--- src/rtl/wb_imc_pkg.sv ---
// wb_imc_pkg: IMC buffer address map, slave state encoding and mapped-offset check
package wb_imc_pkg;
    localparam logic [7:0] ADDR_IB = 8'h31;
    localparam logic [7:0] ADDR_WB = 8'h32;
    localparam logic [7:0] ADDR_OB = 8'h33;
    localparam logic [7:0] ADDR_IM = 8'h40;
    localparam logic [7:0] ADDR_SA = 8'h41;
    typedef enum logic [2:0] {IDLE, ACCESS, WAIT, ACK, ERR} state_t;
    function automatic logic is_mapped(input logic [7:0] a);
        return a inside {ADDR_IB, ADDR_WB, ADDR_OB, ADDR_IM, ADDR_SA};
    endfunction
endpackage

--- src/rtl/wb_imc_slave_ctrl_rd_mux.sv ---
// wb_imc_rd_mux: selects OB or SA read data by buffer address, zero for any other offset
module wb_imc_rd_mux import wb_imc_pkg::*; #(
    parameter int WIDTH_ADD = 8
) (
    input  logic [WIDTH_ADD-1:0] i_addr,
    input  logic [31:0]          i_ob,
    input  logic [31:0]          i_sa,
    output logic [31:0]          o_data
);
    assign o_data = (i_addr == WIDTH_ADD'(ADDR_OB)) ? i_ob :
                    (i_addr == WIDTH_ADD'(ADDR_SA)) ? i_sa : '0;
endmodule

--- src/rtl/wb_imc_slave_ctrl.sv ---
// wb_imc_slave_ctrl: Wishbone slave front-end for the IMC buffers; define WB_IMC_ERR_EN to add wbs_err_o for unmapped offsets
module wb_imc_slave_ctrl import wb_imc_pkg::*; #(
    parameter logic [31:0]          BASE_ADDR  = 32'h3000_0000,
    parameter int                   WIDTH_ADD  = 8,
    parameter int                   RD_LATENCY = 1,
    parameter logic [WIDTH_ADD-1:0] IDLE_ADDR  = '0
) (
    input  logic                 wb_clk_i,
    input  logic                 wb_rst_i,
    input  logic                 wbs_cyc_i,
    input  logic                 wbs_stb_i,
    input  logic                 wbs_we_i,
    input  logic [3:0]           wbs_sel_i,
    input  logic [31:0]          wbs_adr_i,
    input  logic [31:0]          wbs_dat_i,
    output logic                 wbs_ack_o,
`ifdef WB_IMC_ERR_EN
    output logic                 wbs_err_o,
`endif
    output logic [31:0]          wbs_dat_o,
    output logic                 wb_rd_wr,
    output logic [WIDTH_ADD-1:0] wb_buf_address,
    output logic [31:0]          wb_wr_data,
    input  logic [31:0]          ob_rd_data,
    input  logic [31:0]          sa_rd_data
);
    localparam int CW = (RD_LATENCY > 1) ? $clog2(RD_LATENCY) : 1;
    state_t               r_state, w_next;
    logic [WIDTH_ADD-1:0] r_addr;
    logic                 r_we;
    logic [CW-1:0]        r_cnt;
    logic [WIDTH_ADD-1:0] w_adr;
    logic [31:0]          w_rd_data;
    logic                 w_hit, w_busy, w_ok, w_unused;
    assign w_unused = ^{wbs_sel_i, wbs_adr_i[1:0]};
    assign w_adr    = wbs_adr_i[WIDTH_ADD+1:2];
`ifdef WB_IMC_ERR_EN
    assign w_busy = wbs_ack_o | wbs_err_o;
    assign w_ok   = is_mapped(8'(w_adr));
`else
    assign w_busy = wbs_ack_o;
    assign w_ok   = 1'b1;
`endif
    // outputs still high from the previous response block a stale strobe
    assign w_hit = wbs_cyc_i & wbs_stb_i & (wbs_adr_i[31:10] == BASE_ADDR[31:10]) & ~w_busy;

    wb_imc_rd_mux #(.WIDTH_ADD(WIDTH_ADD)) u_rd_mux (
        .i_addr (r_addr),
        .i_ob   (ob_rd_data),
        .i_sa   (sa_rd_data),
        .o_data (w_rd_data)
    );

    always_comb begin
        w_next = r_state;
        case (r_state)
            IDLE:    w_next = w_hit ? (w_ok ? ACCESS : ERR) : IDLE;
            ACCESS:  w_next = !wbs_cyc_i ? IDLE : r_we ? ACK : WAIT;
            WAIT:    w_next = !wbs_cyc_i ? IDLE : (r_cnt == '0) ? ACK : WAIT;
            default: w_next = IDLE;
        endcase
    end

    always_ff @(posedge wb_clk_i or posedge wb_rst_i)
        if (wb_rst_i) r_state <= IDLE;
        else          r_state <= w_next;

    // outputs are decoded from the current state and registered, so they trail the state by one cycle
    always_ff @(posedge wb_clk_i or posedge wb_rst_i) begin
        if (wb_rst_i) begin
            r_addr         <= '0;
            r_we           <= 1'b0;
            r_cnt          <= '0;
            wbs_ack_o      <= 1'b0;
            wbs_dat_o      <= '0;
            wb_rd_wr       <= 1'b1;
            wb_buf_address <= IDLE_ADDR;
            wb_wr_data     <= '0;
`ifdef WB_IMC_ERR_EN
            wbs_err_o      <= 1'b0;
`endif
        end else begin
            if (r_state == IDLE && w_next == ACCESS) begin
                r_addr <= w_adr;
                r_we   <= wbs_we_i;
                if (wbs_we_i) wb_wr_data <= wbs_dat_i;
            end
            r_cnt <= (r_state == WAIT) ? r_cnt - 1'b1 : CW'(RD_LATENCY - 1);
            if (r_state == WAIT && w_next == ACK) wbs_dat_o <= w_rd_data;
            wbs_ack_o      <= (r_state == ACK);
            wb_rd_wr       <= (r_state == ACCESS) ? r_we : 1'b1;
            wb_buf_address <= (r_state == ACCESS) ? r_addr : IDLE_ADDR;
`ifdef WB_IMC_ERR_EN
            wbs_err_o      <= (r_state == ERR);
`endif
        end
    end
endmodule

--- config.mk ---
export PLATFORM = sky130hd
export DESIGN_NAME = wb_imc_slave_ctrl
export DESIGN_NICKNAME = d
export VERILOG_FILES = /design/src/rtl/wb_imc_pkg.sv /design/src/rtl/wb_imc_slave_ctrl_rd_mux.sv /design/src/rtl/wb_imc_slave_ctrl.sv
export SDC_FILE = /design/constraint.sdc
export NUM_CORES = 1
export LEC_CHECK = 0
export CAP_MARGIN = 30
export CELL_PAD_IN_SITES_DETAIL_PLACEMENT = 0
export CELL_PAD_IN_SITES_GLOBAL_PLACEMENT = 1
export CORE_MARGIN = 10
export CORE_UTILIZATION = 31
export DETAILED_ROUTE_END_ITERATION = 16
export PLACE_DENSITY_LB_ADDON = 0.05
export SLEW_MARGIN = 0
export SYNTH_ARGS = -nofsm -noshare
export SYNTH_HDL_FRONTEND = slang
export SYNTH_HIERARCHICAL = 1
export SYNTH_SLANG_ARGS = --single-unit
--- constraint.sdc ---
create_clock -name wb_clk_i -period 5.8 [get_ports wb_clk_i]
set_input_delay 0.87 -clock wb_clk_i [delete_from_list [all_inputs] [get_ports wb_clk_i]]
set_output_delay 0.87 -clock wb_clk_i [all_outputs]
set_load 0.005 [all_outputs]
# After elaboration in Yosys (flattened, before gate mapping)
# Cells that the tools add are included.
[word_totals] input_bits=137 mem_bits_ro=0 elab_cells=37 latchBits=0 mem_count=0 ff_bits=87 output_inout_bits=74 ram_bits=0
[classes] bitwise_logic=4 multipliers=0 shift=0 order_cmp=0 eq_ne=8 n_reduce_logical=4 n_addsub=1 mux=11 div=0
[ops] op="$mux W32" n=2
[ops] op="$eq A22 B20 Y1 const B" n=1
[ops] op="$eq A3 B2 Y1 const B" n=3
[ops] op="$eq A8 B6 Y1 const B" n=1
[ops] op="$eq A8 B7 Y1 const B" n=1
[ops] op="$mux W8" n=1
[ops] op="$eq A3 B1 Y1 const B" n=2
[ops] op="$pmux W2 S3" n=1
[ops] op="$mux W1" n=5
[ops] op="$mux W2" n=2
[ops] op="$and A1 B1 Y1" n=3
[ops] op="$logic_not A3 Y1" n=1
[ops] op="$logic_and A1 B1 Y1" n=2
[ops] op="$reduce_and A2 Y1" n=1
[ops] op="$not A1 Y1" n=1
[ops] op="$sub A1 B1 Y1 const B" n=1

# Logic depth before layout (Yosys ltp)
[logic_depth] depth_word=8 ltp_mapped=6 mapped_depth_nobuf=4

# Modules after synthesis
# The synthesis kept the hierarchy.
[by_module_without_submodules] mod="wb_imc_slave_ctrl" seq_area_each_um2=2153.3 area_each_um2=3259.4 cells_each=197 n_inst=1
[by_module_without_submodules] mod="wb_imc_rd_mux" seq_area_each_um2=0.0 area_each_um2=524.3 cells_each=78 n_inst=1

# Worst setup path after synthesis
# OpenSTA, ideal clock, no wires.
[synth_path] path_kind="input port to flip-flop" from="input port wbs_adr_i[11]" to="register wb_wr_data[23]" setup_ns=0.125 setup_slack_ns=3.308 t_arrival_ns=2.367 path_stages=5 t_required_ns=5.675 path_buffers=1 cell_sequence="nor4b_1 -> nand4_2 -> nor4_4 -> buf_6 -> mux2_2"
[synth_between] elab_chain_cells=8
[synth_lines] element="start: declaration" line_no="wb_imc_slave_ctrl.sv:14" text="input logic [31:0] wbs_adr_i,"
[synth_lines] element="$eq A22 B20 Y1" line_no="wb_imc_slave_ctrl.sv:45" text="assign w_hit = wbs_cyc_i & wbs_stb_i & (wbs_adr_i[31:10] == BASE_ADDR[31:10]) & ~w_busy;"
[synth_lines] element="$and A1 B1 Y1 (2 in series)" line_no="wb_imc_slave_ctrl.sv:45"
[synth_lines] element="$mux W1" line_no="wb_imc_slave_ctrl.sv:57" text="IDLE: w_next = w_hit ? (w_ok ? ACCESS : ERR) : IDLE;"
[synth_lines] element="$pmux W2 S3" line_no="wb_imc_slave_ctrl.sv:56" text="case (r_state)"
[synth_lines] element="$eq A3 B1 Y1" line_no="wb_imc_slave_ctrl.sv:83" text="if (r_state == IDLE && w_next == ACCESS) begin"
[synth_lines] element="$logic_and A1 B1 Y1" line_no="wb_imc_slave_ctrl.sv:83"
[synth_lines] element="$reduce_and A2 Y1 (no line)"
[synth_lines] element="end signal: assignment" line_no="wb_imc_slave_ctrl.sv:86" text="if (wbs_we_i) wb_wr_data <= wbs_dat_i;"
[synth_lines] element="end: declaration" line_no="wb_imc_slave_ctrl.sv:23" text="output logic [31:0] wb_wr_data,"
# Every way passes these cells.
# A chain may end at the register's enable or synchronous reset.

# Final worst setup path
[layout_path] from="input port wbs_adr_i[11]" to="register wb_wr_data[10]"
# The elaborated chain is that of the path after synthesis.

==> run_results.csv <==
group,metric,value,unit
layout,drive_gt1_frac,0.2211,
clock_tree,cts_tree,"built",
floorplan,core_area,0.01196,mm²
synthesis,syn_nets,412,
critical_path,critical_path.max_stage_delay,0.40,ns
critical_path,crit_required,6.02,ns
timing,worst_slew_margin_relative_to_its_limit,0.5760,
placed_design,dp.final_hpwl,8.778,mm
power,power_density,199.6,mW/mm²
critical_path,crit-reg2reg-capture,"wb_wr_data[10]",
layout,nNetsFinal,616,
floorplan,die_x,130.5,µm
detailed_routing,drc_errors,0,
power,seq_power_share,0.483,
run,maxCapViolCount,0,
power,p_int,981.3,µW
detailed_routing,top_layer,"met4",
synthesis,syn_area_per_cell,13.76,µm²
synthesis,synth.yosys.seq_area_share,0.5691,
power,p_leak,0.002673,µW
detailed_routing,final_antenna_net_count,0,
timing,rsz_0062_raised_after_global_routing,"no",
power,swShare,0.2092,
timing,fmax,367.2,MHz
synthesis,synthMuxAreaShare,0.2173,
detailed_routing,detailroute.via_count,2887,
global_routing,antenna_violations_before_repair,1,
global_routing,grtUsageTotal,0.1300,
timing,setup_slack,3.077,ns
timing,fin_setup_tns,0,ns
synthesis,dominant_combinational_cell_family_by_area_after_synthesis,"multiplexers",
synthesis,post_synth_edffs,0,
clock_tree,cts-htree-levels,3,
synthesis,synthXorXnorAreaFrac,0,
clock_tree,clk_root_buffer_cell,"clkbuf_16",
power,vdd_ir_drop_max,0.1188,mV
layout,area_growth,64.29,%
global_routing,pin_count_of_the_biggest_net_entering_global_routing,49,
timing,hold_viol,0,
layout,final_core_density,0.5197,
timing,fin_worst_hold_slack,0.4282,ns
critical_path,crit_chain,"clkdlybuf4s50_1, nor4b_1, nand4_2, nor4_4, buf_4, mux2_2",
placed_design,post-place-cells,615,
critical_path,crit_path_end_kind,"register",
layout,fill_cell_total_of_the_finished_layout,1072,
clock_tree,post-cts-setup-buffers,0,
timing,setup_skew_after_layout,0.007868,ns
power,power.share.combinational,0.085,
global_routing,grt_remaining_overflow,0,
timing,finalMaxSlewViolations,0,
detailed_routing,met3RoutedLength,1.287,mm
critical_path,slowest_stage,"clkdlybuf4s50_1",
detailed_routing,wl_met2,5.327,mm
synthesis,netlist-cell-type-count,29,
critical_path,crit_end,"wb_wr_data[10]",
placed_design,io_buffers,204,
detailed_routing,routedLengthMet1,4.485,mm
detailed_routing,vias_per_cell,4.568,
detailed_routing,drt_first_iter_violations,107,
critical_path,worstPathMaxFanout,32,
synthesis,asyncSetResetFlopFracSynth,1.000,
synthesis,synth-simple-area-share,0.1032,
worst_hold_path,holdCritPathClass,"reg2reg",
placed_design,post-place-ws,2.675,ns
floorplan,die-height,130.5,µm
timing,final.min_clock_period,2.723,ns
detailed_routing,wl_per_cell,17.84,µm
critical_path,worstPathArrival,2.94,ns
timing,setup_viol,0,
synthesis,share_of_the_synthesized_area_in_compound_gates_ao_oa_aoi_oai,0.06944,
critical_path,worst_setup_path_startpoint,"wbs_adr_i[11]",
synthesis,synth-seq-cells,86,
floorplan,io_pins,211,
critical_path,startpoint_type,"primary input",
outcome,outcome,"completed",
synthesis,synth_fa_ha_area_frac,0,
timing,layout_worst_path_cycle_share,0.4695,
layout,finalNonFillerCells,632,
critical_path,rrSetupSlack,3.63,ns
timing,max_slew.worst_pin.slew,0.6346,ns
synthesis,synthFlopType,"dfrtp_1",
power,p_clk_frac,0.432,
clock_tree,total_of_hold_buffers_inserted_after_clock_tree_synthesis,0,
detailed_routing,dr.pass1.iters,5,
global_routing,grt_first_pass_wirelength,17.06,mm
critical_path,worst-setup-path-type,"in2reg",
placed_design,routabilityCongestion,0.7382,
clock_tree,cts-root-to-sink-buffers,2,
synthesis,synth_cells,275,
synthesis,synth_warnings,6,
critical_path,critical_path.reg2reg.startpoint,"r_state[1]",
floorplan,total_die_area,0.01702,mm²
clock_tree,cts_made_buffers,9,
power,net-switching-power,259.6,µW
floorplan,floorplan.initialDensity,0.3163,
detailed_routing,drt-total-wl,11.27,mm
clock_tree,cts.reportedPaths.clkPinSlew,0.06,ns
global_routing,first_global_vias,3211,
clock_tree,clock-sinks,86,
floorplan,rows,40,
critical_path,r2r.worst_path.cells,5,
clock_tree,cts-resized-gates,0,
synthesis,syn-cell-area,0.003784,mm²
clock_tree,worstSkewPairLatency,0.34,ns
[cells in the final DEF, fill, tap and decap left out, types with 2 or more instances in the layout]
cell type / instances
clkdlybuf4s50_1: 204
dfrtp_1: 85
mux2_2: 68
a22oi_1: 32
nor2_1: 23
and2_1: 10
nor2_2: 10
clkbuf_16: 9
buf_4: 6
mux2_1: 5
nor4_1: 4
nand2b_1: 3
clkinv_2: 3
a21o_1: 2
clkinv_4: 2
[sequential cells by signal, summed over array words and instances, names as in the netlist]
register,cells
r_state,2
wb_rd_wr,1
r_cnt,1
wb_wr_data,32
wbs_ack_o,1
r_addr,8
wb_buf_address,8
r_we,1
wbs_dat_o,32
[cell type report]
| cell class | instances | area, µm² | area share |
|---|---|---|---|
| Timing Repair Buffer | 211 | 2115 | 0.3402 |
| Multi-Input combinational cell | 169 | 1475 | 0.2373 |
| Clock buffer | 11 | 242.7 | 0.03905 |
| Inverter | 2 | 8.758 | 0.001409 |
| Sequential cell | 86 | 2153 | 0.3464 |
| Antenna cell | 1 | 2.502 | 0.0004026 |
| Tap cell | 147 | 183.9 | 0.02959 |
| Clock inverter | 5 | 35.03 | 0.005636 |
[stage by stage]
step	total power [µW]	area, µm²
after global placement	713.7	5908
after floorplan	622.6	3784
after detailed placement	717.4	5936
final	1241	6216
after CTS	1266	6213
after global routing	1297	6213
[metal layers]
| metal | vias to the layer above | track usage |
|---|---|---|
| li1 | 1398 | - |
| met1 | 1359 | 0.1428 |
| met2 | 119 | 0.2137 |
| met3 | 11 | 0.06084 |
| met4 | 0 | 0.05298 |
| met5 | - | 0 |
[synthesized netlist by cell type, types with 2 or more instances]
library cell,count,area (µm²)
inv_1,2,7.510
and2_1,10,62.56
buf_2,9,45.04
clkbuf_1,2,7.510
a21o_1,2,15.01
nor2_1,23,86.33
buf_6,4,45.04
buf_8,2,30.03
a22oi_1,32,240.2
mux2_1,5,56.30
dfrtp_1,85,2127
nor4_1,4,25.02
nor2_2,10,62.56
nand2b_1,3,18.77
mux2_2,68,765.7
[power groups by stage]
| stage | combinational (µW) | clock (µW) | sequential [µW] |
|---|---|---|---|
| finish | 105 | 536 | 600 |
| global route | 113 | 585 | 599 |
| CTS | 107 | 559 | 600 |
| detailed placement | 106 | 0 | 611 |
| global placement | 103 | 0 | 611 |
| floorplan | 11.6 | 0 | 611 |
[kinds of logic after synthesis]
| family | Yosys count |
|---|---|
| AND/OR/NAND/NOR | 61 |
| multiplexers | 73 |
| flip-flops | 86 |
| buffers and inverters | 20 |
| AO/OA/AOI/OAI | 35 |
[worst min-delay path by stage]
stage / startpoint / endpoint / depth (start not counted)
2_1_floorplan: r_cnt / r_cnt / 1
3_3_place_gp: r_cnt / r_cnt / 1
3_5_place_dp: r_cnt / r_cnt / 1
4_1_cts: r_cnt / r_cnt / 1
5_1_grt: r_cnt / r_cnt / 1
6_report: r_cnt / r_cnt / 1
[critical path, delay by kind of cell]
family / cells / cell delay [ns]
buffers and inverters: 2 / 0.80
muxes: 1 / 0.38
and+or+nand+nor: 3 / 0.87
Note: power is estimated with default switching activity, not from simulation.
